<file path="src/rtl/hmac_msg_padder_pkg.sv">
// Shared constants, FSM encoding and helpers for the HMAC-384 message padder.
package hmac_msg_padder_pkg;

    localparam int          BLOCK_W     = 1024;
    localparam int          WORD_W      = 32;
    localparam int          WORDS       = BLOCK_W / WORD_W;
    localparam int          LEN_FIELD_W = 128;
    localparam int          LEN_WORD0   = 28;
    localparam logic [7:0]  PAD_BYTE    = 8'h80;

    typedef enum logic [1:0] {
        ST_FILL       = 2'd0,
        ST_EMIT       = 2'd1,
        ST_EMIT_PADX  = 2'd2,
        ST_EMIT_FINAL = 2'd3
    } padder_state_t;

    // Message bit length as carried in the trailing 128-bit field.
    function automatic logic [LEN_FIELD_W-1:0] len_field(
        input logic [LEN_FIELD_W-1:0] offset_bits,
        input logic [LEN_FIELD_W-1:0] byte_cnt
    );
        return offset_bits + (byte_cnt << 3);
    endfunction

    // Keeps the n leading bytes and, on the last word, appends the pad byte after them.
    function automatic logic [WORD_W-1:0] pad_word(
        input logic [WORD_W-1:0] data,
        input logic [2:0]        n_bytes,
        input logic              last
    );
        logic [7:0] pad;
        pad = last ? PAD_BYTE : 8'h00;
        case (n_bytes)
            3'd0:    return {pad, 24'h0};
            3'd1:    return {data[31:24], pad, 16'h0};
            3'd2:    return {data[31:16], pad, 8'h0};
            3'd3:    return {data[31:8], pad};
            default: return data;
        endcase
    endfunction

endpackage

</file>
<file path="src/rtl/hmac_msg_padder.sv">
// Packs a big-endian 32-bit word stream into 1024-bit SHA-384 blocks with padding
// and a length field that includes the preceding key^ipad block.
//
// state         | meaning
// ST_FILL       | accepting message words into the block buffer
// ST_EMIT       | full data block offered, more message to follow
// ST_EMIT_PADX  | last data block offered; padding/length spill into an extra block
// ST_EMIT_FINAL | block carrying the length field offered
module hmac_msg_padder
    import hmac_msg_padder_pkg::*;
#(
    parameter int LEN_OFFSET_BITS = 1024,
    parameter int LEN_W           = 64
) (
    input  logic                clk,
    input  logic                reset_n,
    input  logic                zeroize,
    input  logic                msg_valid,
    output logic                msg_ready,
    input  logic [WORD_W-1:0]   msg_data,
    input  logic                msg_last,
    input  logic [2:0]          msg_bytes,
    output logic                blk_valid,
    input  logic                blk_ready,
    output logic [BLOCK_W-1:0]  blk_data,
    output logic                blk_first,
    output logic                blk_final
);

    padder_state_t       r_state;
    logic [WORD_W-1:0]   r_words [WORDS];
    logic [4:0]          r_widx;
    logic [LEN_W-1:0]    r_byte_cnt;
    logic                r_first_pend;
    logic                r_pad_ovf;
    logic                r_msg_ready;
    logic                r_blk_valid;
    logic                r_blk_first;
    logic                r_blk_final;

    logic [LEN_W:0]             w_cnt_sum;
    logic [LEN_W-1:0]           w_cnt_next;
    logic [LEN_FIELD_W-1:0]     w_len_fill;
    logic [LEN_FIELD_W-1:0]     w_len_held;
    logic                       w_full;
    logic [5:0]                 w_pad_idx;
    logic [WORD_W-1:0]          w_word;
    logic [BLOCK_W-1:0]         w_blk_data;

    // Byte counter saturates instead of wrapping.
    assign w_cnt_sum  = {1'b0, r_byte_cnt} + {{(LEN_W-2){1'b0}}, msg_bytes};
    assign w_cnt_next = w_cnt_sum[LEN_W] ? {LEN_W{1'b1}} : w_cnt_sum[LEN_W-1:0];
    assign w_len_fill = len_field(LEN_FIELD_W'(LEN_OFFSET_BITS), LEN_FIELD_W'(w_cnt_next));
    assign w_len_held = len_field(LEN_FIELD_W'(LEN_OFFSET_BITS), LEN_FIELD_W'(r_byte_cnt));
    assign w_full     = (msg_bytes == 3'd4);
    assign w_pad_idx  = {1'b0, r_widx} + {5'd0, w_full};
    assign w_word     = pad_word(msg_data, msg_bytes, msg_last);

    always_comb begin
        w_blk_data = '0;
        for (int i = 0; i < WORDS; i++) begin
            w_blk_data[(WORDS-1-i)*WORD_W +: WORD_W] = r_words[i];
        end
    end

    assign blk_data  = w_blk_data;
    assign msg_ready = r_msg_ready;
    assign blk_valid = r_blk_valid;
    assign blk_first = r_blk_first;
    assign blk_final = r_blk_final;

    always_ff @(posedge clk or negedge reset_n) begin
        if (!reset_n) begin
            r_state      <= ST_FILL;
            r_widx       <= '0;
            r_byte_cnt   <= '0;
            r_first_pend <= 1'b1;
            r_pad_ovf    <= 1'b0;
            r_msg_ready  <= 1'b0;
            r_blk_valid  <= 1'b0;
            r_blk_first  <= 1'b0;
            r_blk_final  <= 1'b0;
            for (int i = 0; i < WORDS; i++) r_words[i] <= '0;
        end else if (zeroize) begin
            r_state      <= ST_FILL;
            r_widx       <= '0;
            r_byte_cnt   <= '0;
            r_first_pend <= 1'b1;
            r_pad_ovf    <= 1'b0;
            r_msg_ready  <= 1'b0;
            r_blk_valid  <= 1'b0;
            r_blk_first  <= 1'b0;
            r_blk_final  <= 1'b0;
            for (int i = 0; i < WORDS; i++) r_words[i] <= '0;
        end else begin
            case (r_state)
                ST_FILL: begin
                    if (!r_msg_ready) begin
                        r_msg_ready <= 1'b1;
                    end else if (msg_valid) begin
                        r_words[r_widx] <= w_word;
                        r_byte_cnt      <= w_cnt_next;
                        if (msg_last || r_widx == 5'd31) begin
                            r_msg_ready  <= 1'b0;
                            r_blk_valid  <= 1'b1;
                            r_blk_first  <= r_first_pend;
                            r_first_pend <= 1'b0;
                        end
                        if (msg_last) begin
                            if (w_full && r_widx != 5'd31)
                                r_words[r_widx + 5'd1] <= {PAD_BYTE, 24'h0};
                            if (w_pad_idx < 6'(LEN_WORD0)) begin
                                r_words[28] <= w_len_fill[127:96];
                                r_words[29] <= w_len_fill[95:64];
                                r_words[30] <= w_len_fill[63:32];
                                r_words[31] <= w_len_fill[31:0];
                                r_blk_final <= 1'b1;
                                r_state     <= ST_EMIT_FINAL;
                            end else begin
                                r_pad_ovf <= w_pad_idx[5];
                                r_state   <= ST_EMIT_PADX;
                            end
                        end else if (r_widx == 5'd31) begin
                            r_state <= ST_EMIT;
                        end else begin
                            r_widx <= r_widx + 5'd1;
                        end
                    end
                end
                ST_EMIT: begin
                    if (blk_ready) begin
                        for (int i = 0; i < WORDS; i++) r_words[i] <= '0;
                        r_widx      <= '0;
                        r_msg_ready <= 1'b1;
                        r_blk_valid <= 1'b0;
                        r_blk_first <= 1'b0;
                        r_state     <= ST_FILL;
                    end
                end
                ST_EMIT_PADX: begin
                    // Pad-only block: 0x80 leads only when it did not fit in the data block.
                    if (blk_ready) begin
                        for (int i = 0; i < WORDS; i++) r_words[i] <= '0;
                        r_words[0]  <= r_pad_ovf ? {PAD_BYTE, 24'h0} : '0;
                        r_words[28] <= w_len_held[127:96];
                        r_words[29] <= w_len_held[95:64];
                        r_words[30] <= w_len_held[63:32];
                        r_words[31] <= w_len_held[31:0];
                        r_pad_ovf   <= 1'b0;
                        r_blk_first <= 1'b0;
                        r_blk_final <= 1'b1;
                        r_state     <= ST_EMIT_FINAL;
                    end
                end
                ST_EMIT_FINAL: begin
                    if (blk_ready) begin
                        for (int i = 0; i < WORDS; i++) r_words[i] <= '0;
                        r_widx       <= '0;
                        r_byte_cnt   <= '0;
                        r_first_pend <= 1'b1;
                        r_pad_ovf    <= 1'b0;
                        r_msg_ready  <= 1'b1;
                        r_blk_valid  <= 1'b0;
                        r_blk_first  <= 1'b0;
                        r_blk_final  <= 1'b0;
                        r_state      <= ST_FILL;
                    end
                end
                default: r_state <= ST_FILL;
            endcase
        end
    end

endmodule

</file>
<file path="config.mk">
export PLATFORM = sky130hd
export DESIGN_NAME = hmac_msg_padder
export DESIGN_NICKNAME = d
export VERILOG_FILES = /design/src/rtl/hmac_msg_padder_pkg.sv /design/src/rtl/hmac_msg_padder.sv
export SDC_FILE = /design/constraint.sdc
export NUM_CORES = 2
export LEC_CHECK = 0
export ABC_AREA = 1
export CORE_AREA = 8 8 409 411
export CTS_BUF_LIST = sky130_fd_sc_hd__clkbuf_8
export CTS_CLUSTER_SIZE = 10
export DETAILED_ROUTE_END_ITERATION = 10
export DIE_AREA = 0 0 417 419
export GPL_TIMING_DRIVEN = 0
export PLACE_DENSITY = 0.58
export SLEW_MARGIN = 10
export SYNTH_ARGS = -nofsm -noshare
export SYNTH_HDL_FRONTEND = slang
export SYNTH_SLANG_ARGS = --single-unit
</file>
<file path="constraint.sdc">
create_clock -name clk -period 6.25 [get_ports clk]
set_clock_uncertainty 0.1 [all_clocks]
set_input_delay 1.25 -clock clk [delete_from_list [all_inputs] [get_ports clk]]
set_output_delay 1.25 -clock clk [all_outputs]
set_load 0.01 [all_outputs]
</file>
==> run summary <==
The final-layout fill cell count is 16304. The residual overflow from global routing came out at 0. The total global-route track usage came out at 35.6%. In this design, the stage delay of the slowest critical-path cell is 0.98 ns.

The worst setup slack for register-to-register paths is 1.12 ns. The relative contribution of sequential cells to total power came out at 36.0%. The CTS clock-pin slew for the worst setup and hold paths came out at 0.06 ns. The most common cell type on the critical path is sky130_fd_sc_hd__nor2_1.

The total length of routed wires is 326 mm. The standard-cell row count is 148. Of the cells placed in the final design, the portion with a size suffix greater than 1 is 6.36%. The flow ran to the end, but the final reports show violations. The launching element of the worst setup path is msg_bytes[1]. The effective utilization at floorplan is 32.6%. For the worst setup path, the data arrival time is 6.61 ns.

The signal on the critical path passes through clkdlybuf4s50_1 -> nor3_1 -> inv_1 -> nor3_1 -> o21ai_1 -> inv_1 -> nor2_1 -> inv_1 -> nand2_1 -> nor2_1 -> nor2_1 -> clkbuf_1 -> nor2_1. Routability-driven placement finished with a final weighted congestion of 1.04. In this run the power density over the cells is 309 nW/um^2. The worst setup path is of the in2reg kind.

The distinct cell type count after synthesis is 52. The post-synthesis cell count came out at 6546. After synthesis the cells add up to 52700 sq um. The wire length of the first global-routing pass came out at 443 mm. The dominant synthesized flop cell is sky130_fd_sc_hd__dfrtp_1. The achievable clock frequency came out at 169 MHz. The via count of the first global-routing pass is 53869. TritonCTS built the clock tree. The path class of the tightest hold or removal check is in2async. The DRC violation total after the first TritonRoute iteration came out at 7074. The number of warnings printed during yosys synthesis came out at 0. Counting tap cells, the placed design contains a total of 9815 instances.

The register area share after synthesis is 52.3%. The number of max-slew violations in the final report came out at 0. The number of buffers inserted by port buffering is 1068. 1069 I/O pins were placed. The reported net switching power is 8.84 mW.

The mean number of vias per cell is 5.59. The post-synthesis average cell area is 8.04 sq um. The tightest hold margin came out at 0.159 ns. The required time at the worst-slack endpoint is 6.94 ns. The latest clock arrival within the worst-skew pair came out at 0.98 ns.

In this run the clock root is driven by a sky130_fd_sc_hd__clkbuf_8. The DRC violation count after routing is 0. Setup violations remaining at the end of the flow were counted as 0.

The combinational fraction of design power is 30.3%. The initial antenna violation count is 18. The clock network fraction of total power is 33.7%. The leakage power is 29.4 nW. The number of flip-flops and latches in the synthesized netlist came out at 1101.

The count of nets left with antenna violations after detail routing is 0. The max-capacitance violation count came out at 1. The detailed-placement wirelength estimate came out at 250 mm. The vias after detailed routing came out at 56974. Once layout is complete, the cells apart from fillers number 10199. The number of setup buffers added after CTS is 0. The total internal power came out at 13.1 mW. From bottom edge to top edge, the die measures 419 microns.

The worst-case vdd ir drop is 0.000245 V. The largest net degree at the start of global routing came out at 149. The count of TritonRoute iterations in the first routing pass is 7.

The total die area is 175000 sq um. In the final routed layout, each cell accounts on average for 32.0 microns. The H-tree level count came out at 4.

The worst-case clock buffer depth came out at 3. The post-route minimum period came out at 5.93 ns. The share of flip-flops with an asynchronous set or reset is 100%.

The area of the core is 161000 sq um. The final total negative setup slack is 0 ns. Along the worst path, the maximum fanout reaches 10.

The number of hold buffers added after CTS is 0. The x dimension of the die came out at 417 microns. Synthesis produced a netlist with a net count of 6601.

The number of buffers added by the clock tree synthesis step came out at 196. Yosys mapped a number of flops with a built-in enable equal to 0. The share of the clock period used by the worst path came out at 94.8%. The final reports fail on max-capacitance violations. The final cell utilization of the core came out at 44.0%. For this design, the slowest cell found on the critical path is sky130_fd_sc_hd__nor2_1.

The remaining max-slew budget at the tightest pin came out at 0.565%. Relative to the synthesized area, the layout overhead comes to 34.9%. The total of cells resized after clock tree synthesis is 0. The number of failing hold endpoints at the final stage is 0. The net switching share of the total power is 40.3%.

The worst register-to-register path begins at r_widx[0]. The worst setup path is captured at a flip-flop. The worst reg-to-reg path cell count came out at 11. Setup repair after global routing left no endpoint under its margin. For the pin with the worst max-slew slack, the measured transition is 1.49 ns. In the final design database the tool counted 7893 nets. The startpoint type of the worst setup path is a primary input. Counting every sink on the clock net gives 1101.
## power by group through the flow
stage	Sequential (mW)	Combinational, mW	Clock, mW
6_report	7.90	6.64	7.40
5_1_grt	7.92	6.94	7.77
4_1_cts	7.89	6.49	7.47
3_5_place_dp	8.01	6.47	0
3_3_place_gp	8.05	6.38	0
2_1_floorplan	8.05	2.91	0
## sequential cells by signal (all words and copies together) (netlist names)
register	count
blk_valid	1
blk_data	1024
r_widx	5
blk_final	1
r_first_pend	1
r_state	2
r_pad_ovf	1
msg_ready	1
r_byte_cnt	64
blk_first	1
## layout make-up
type                       instances  area (sq um)  area share, %
antenna                           19          47.5         0.0669
buffer                           492          1910           2.68
clock buffer                     263          3620           5.10
clock inverter                   102           654          0.921
inverter                         290          1090           1.53
multi-input combinational       4663         22200           31.3
sequential                      1101         27600           38.8
tap                             2175          2720           3.83
timing repair buffer            1094         11200           15.8
## path summary, 6_finish.rpt
kind	to
max in group asynchronous	blk_data[916]
min in group clk	blk_data[479]
setup / recovery	blk_data[97]
setup reg to reg	blk_data[97]
hold reg to reg	blk_data[479]
hold / removal	blk_data[109]
## metrics by stage
step	power (mW)	setup slack (ns)	cell area (sq um)
floorplan	11.0	2.10	52700
global placement	14.4	-48.77	66100
detailed placement	14.5	-0.339	66700
CTS	21.9	0.688	71000
global route	22.6	0.330	71000
finish	21.9	0.325	71000
## worst max-delay path, delay by kind of cell
kind | cells | cell delay, ns
AOI/OAI and AO/OA | 1 | 0.78
buffers and inverters | 5 | 2.35
and+or+nand+nor | 7 | 2.21
## metal layers
| layer | routed length, microns | track usage [%] | up-vias | part of all wire, % |
|---|---|---|---|---|
| met5 | 41 | 0 | - | 0.013 |
| met4 | 27800 | 24.4 | 6 | 8.5 |
| met3 | 32800 | 11.1 | 813 | 10 |
| met2 | 146000 | 55.7 | 3426 | 45 |
| met1 | 120000 | 42.0 | 28096 | 37 |
| li1 | - | - | 24633 | - |
## cell families (layout without fill, tap and decap cells)
group / count (synthesis) / in the layout / share of synthesized area, %
compound gates: 1449 / 1449 / 15.8
xor+xnor: 18 / 18 / 0.299
fa+ha+maj: 14 / 14 / 0.347
buf+inv: 782 / 2241 / 5.68
flops: 1101 / 1101 / 52.3
mux: 1 / 1 / 0.0214
other cells: 0 / 19 / 0
simple gates: 3181 / 3181 / 25.5
## cell usage in the layout (no fill, tap or decap), types with 41 or more instances in the layout
| cell | instances |
|---|---|
| sky130_fd_sc_hd__nor3_1 | 500 |
| sky130_fd_sc_hd__clkbuf_1 | 462 |
| sky130_fd_sc_hd__o22ai_1 | 65 |
| sky130_fd_sc_hd__dfrtp_1 | 1100 |
| sky130_fd_sc_hd__inv_1 | 338 |
| sky130_fd_sc_hd__a21oi_1 | 570 |
| sky130_fd_sc_hd__nor2_1 | 1336 |
| sky130_fd_sc_hd__nand2_1 | 980 |
| sky130_fd_sc_hd__clkdlybuf4s50_1 | 1067 |
| sky130_fd_sc_hd__nand4_1 | 41 |
| sky130_fd_sc_hd__clkbuf_8 | 263 |
| sky130_fd_sc_hd__a211oi_1 | 310 |
| sky130_fd_sc_hd__nand3_1 | 174 |
| sky130_fd_sc_hd__o21ai_0 | 413 |
## synth_stat cells, drive strengths merged (2+ instances only)
library cell / instances / area (sq um)
inv: 284 / 1070
buf: 25 / 148
a21oi: 572 / 2870
ha: 13 / 163
o221ai: 4 / 35.0
a31oi: 9 / 56.3
and2: 2 / 12.5
nor3: 512 / 2580
o31ai: 17 / 128
nand3b: 3 / 22.5
xor2: 18 / 158
clkbuf: 467 / 1750
o21bai: 3 / 22.5
o211ai: 13 / 97.6
or2: 4 / 25.0
nand4: 41 / 257
a211oi: 310 / 2330
o21ai: 432 / 2180
a32o: 6 / 60.1
a22oi: 11 / 82.6
o22ai: 65 / 407
nand2: 1026 / 3950
nor2: 1391 / 5470
dfrtp: 1100 / 27500
clkinv: 6 / 23.8
nand3: 197 / 1100
o21a: 2 / 15.0
nor4: 4 / 25.0
(Power assumes the default switching activity.)
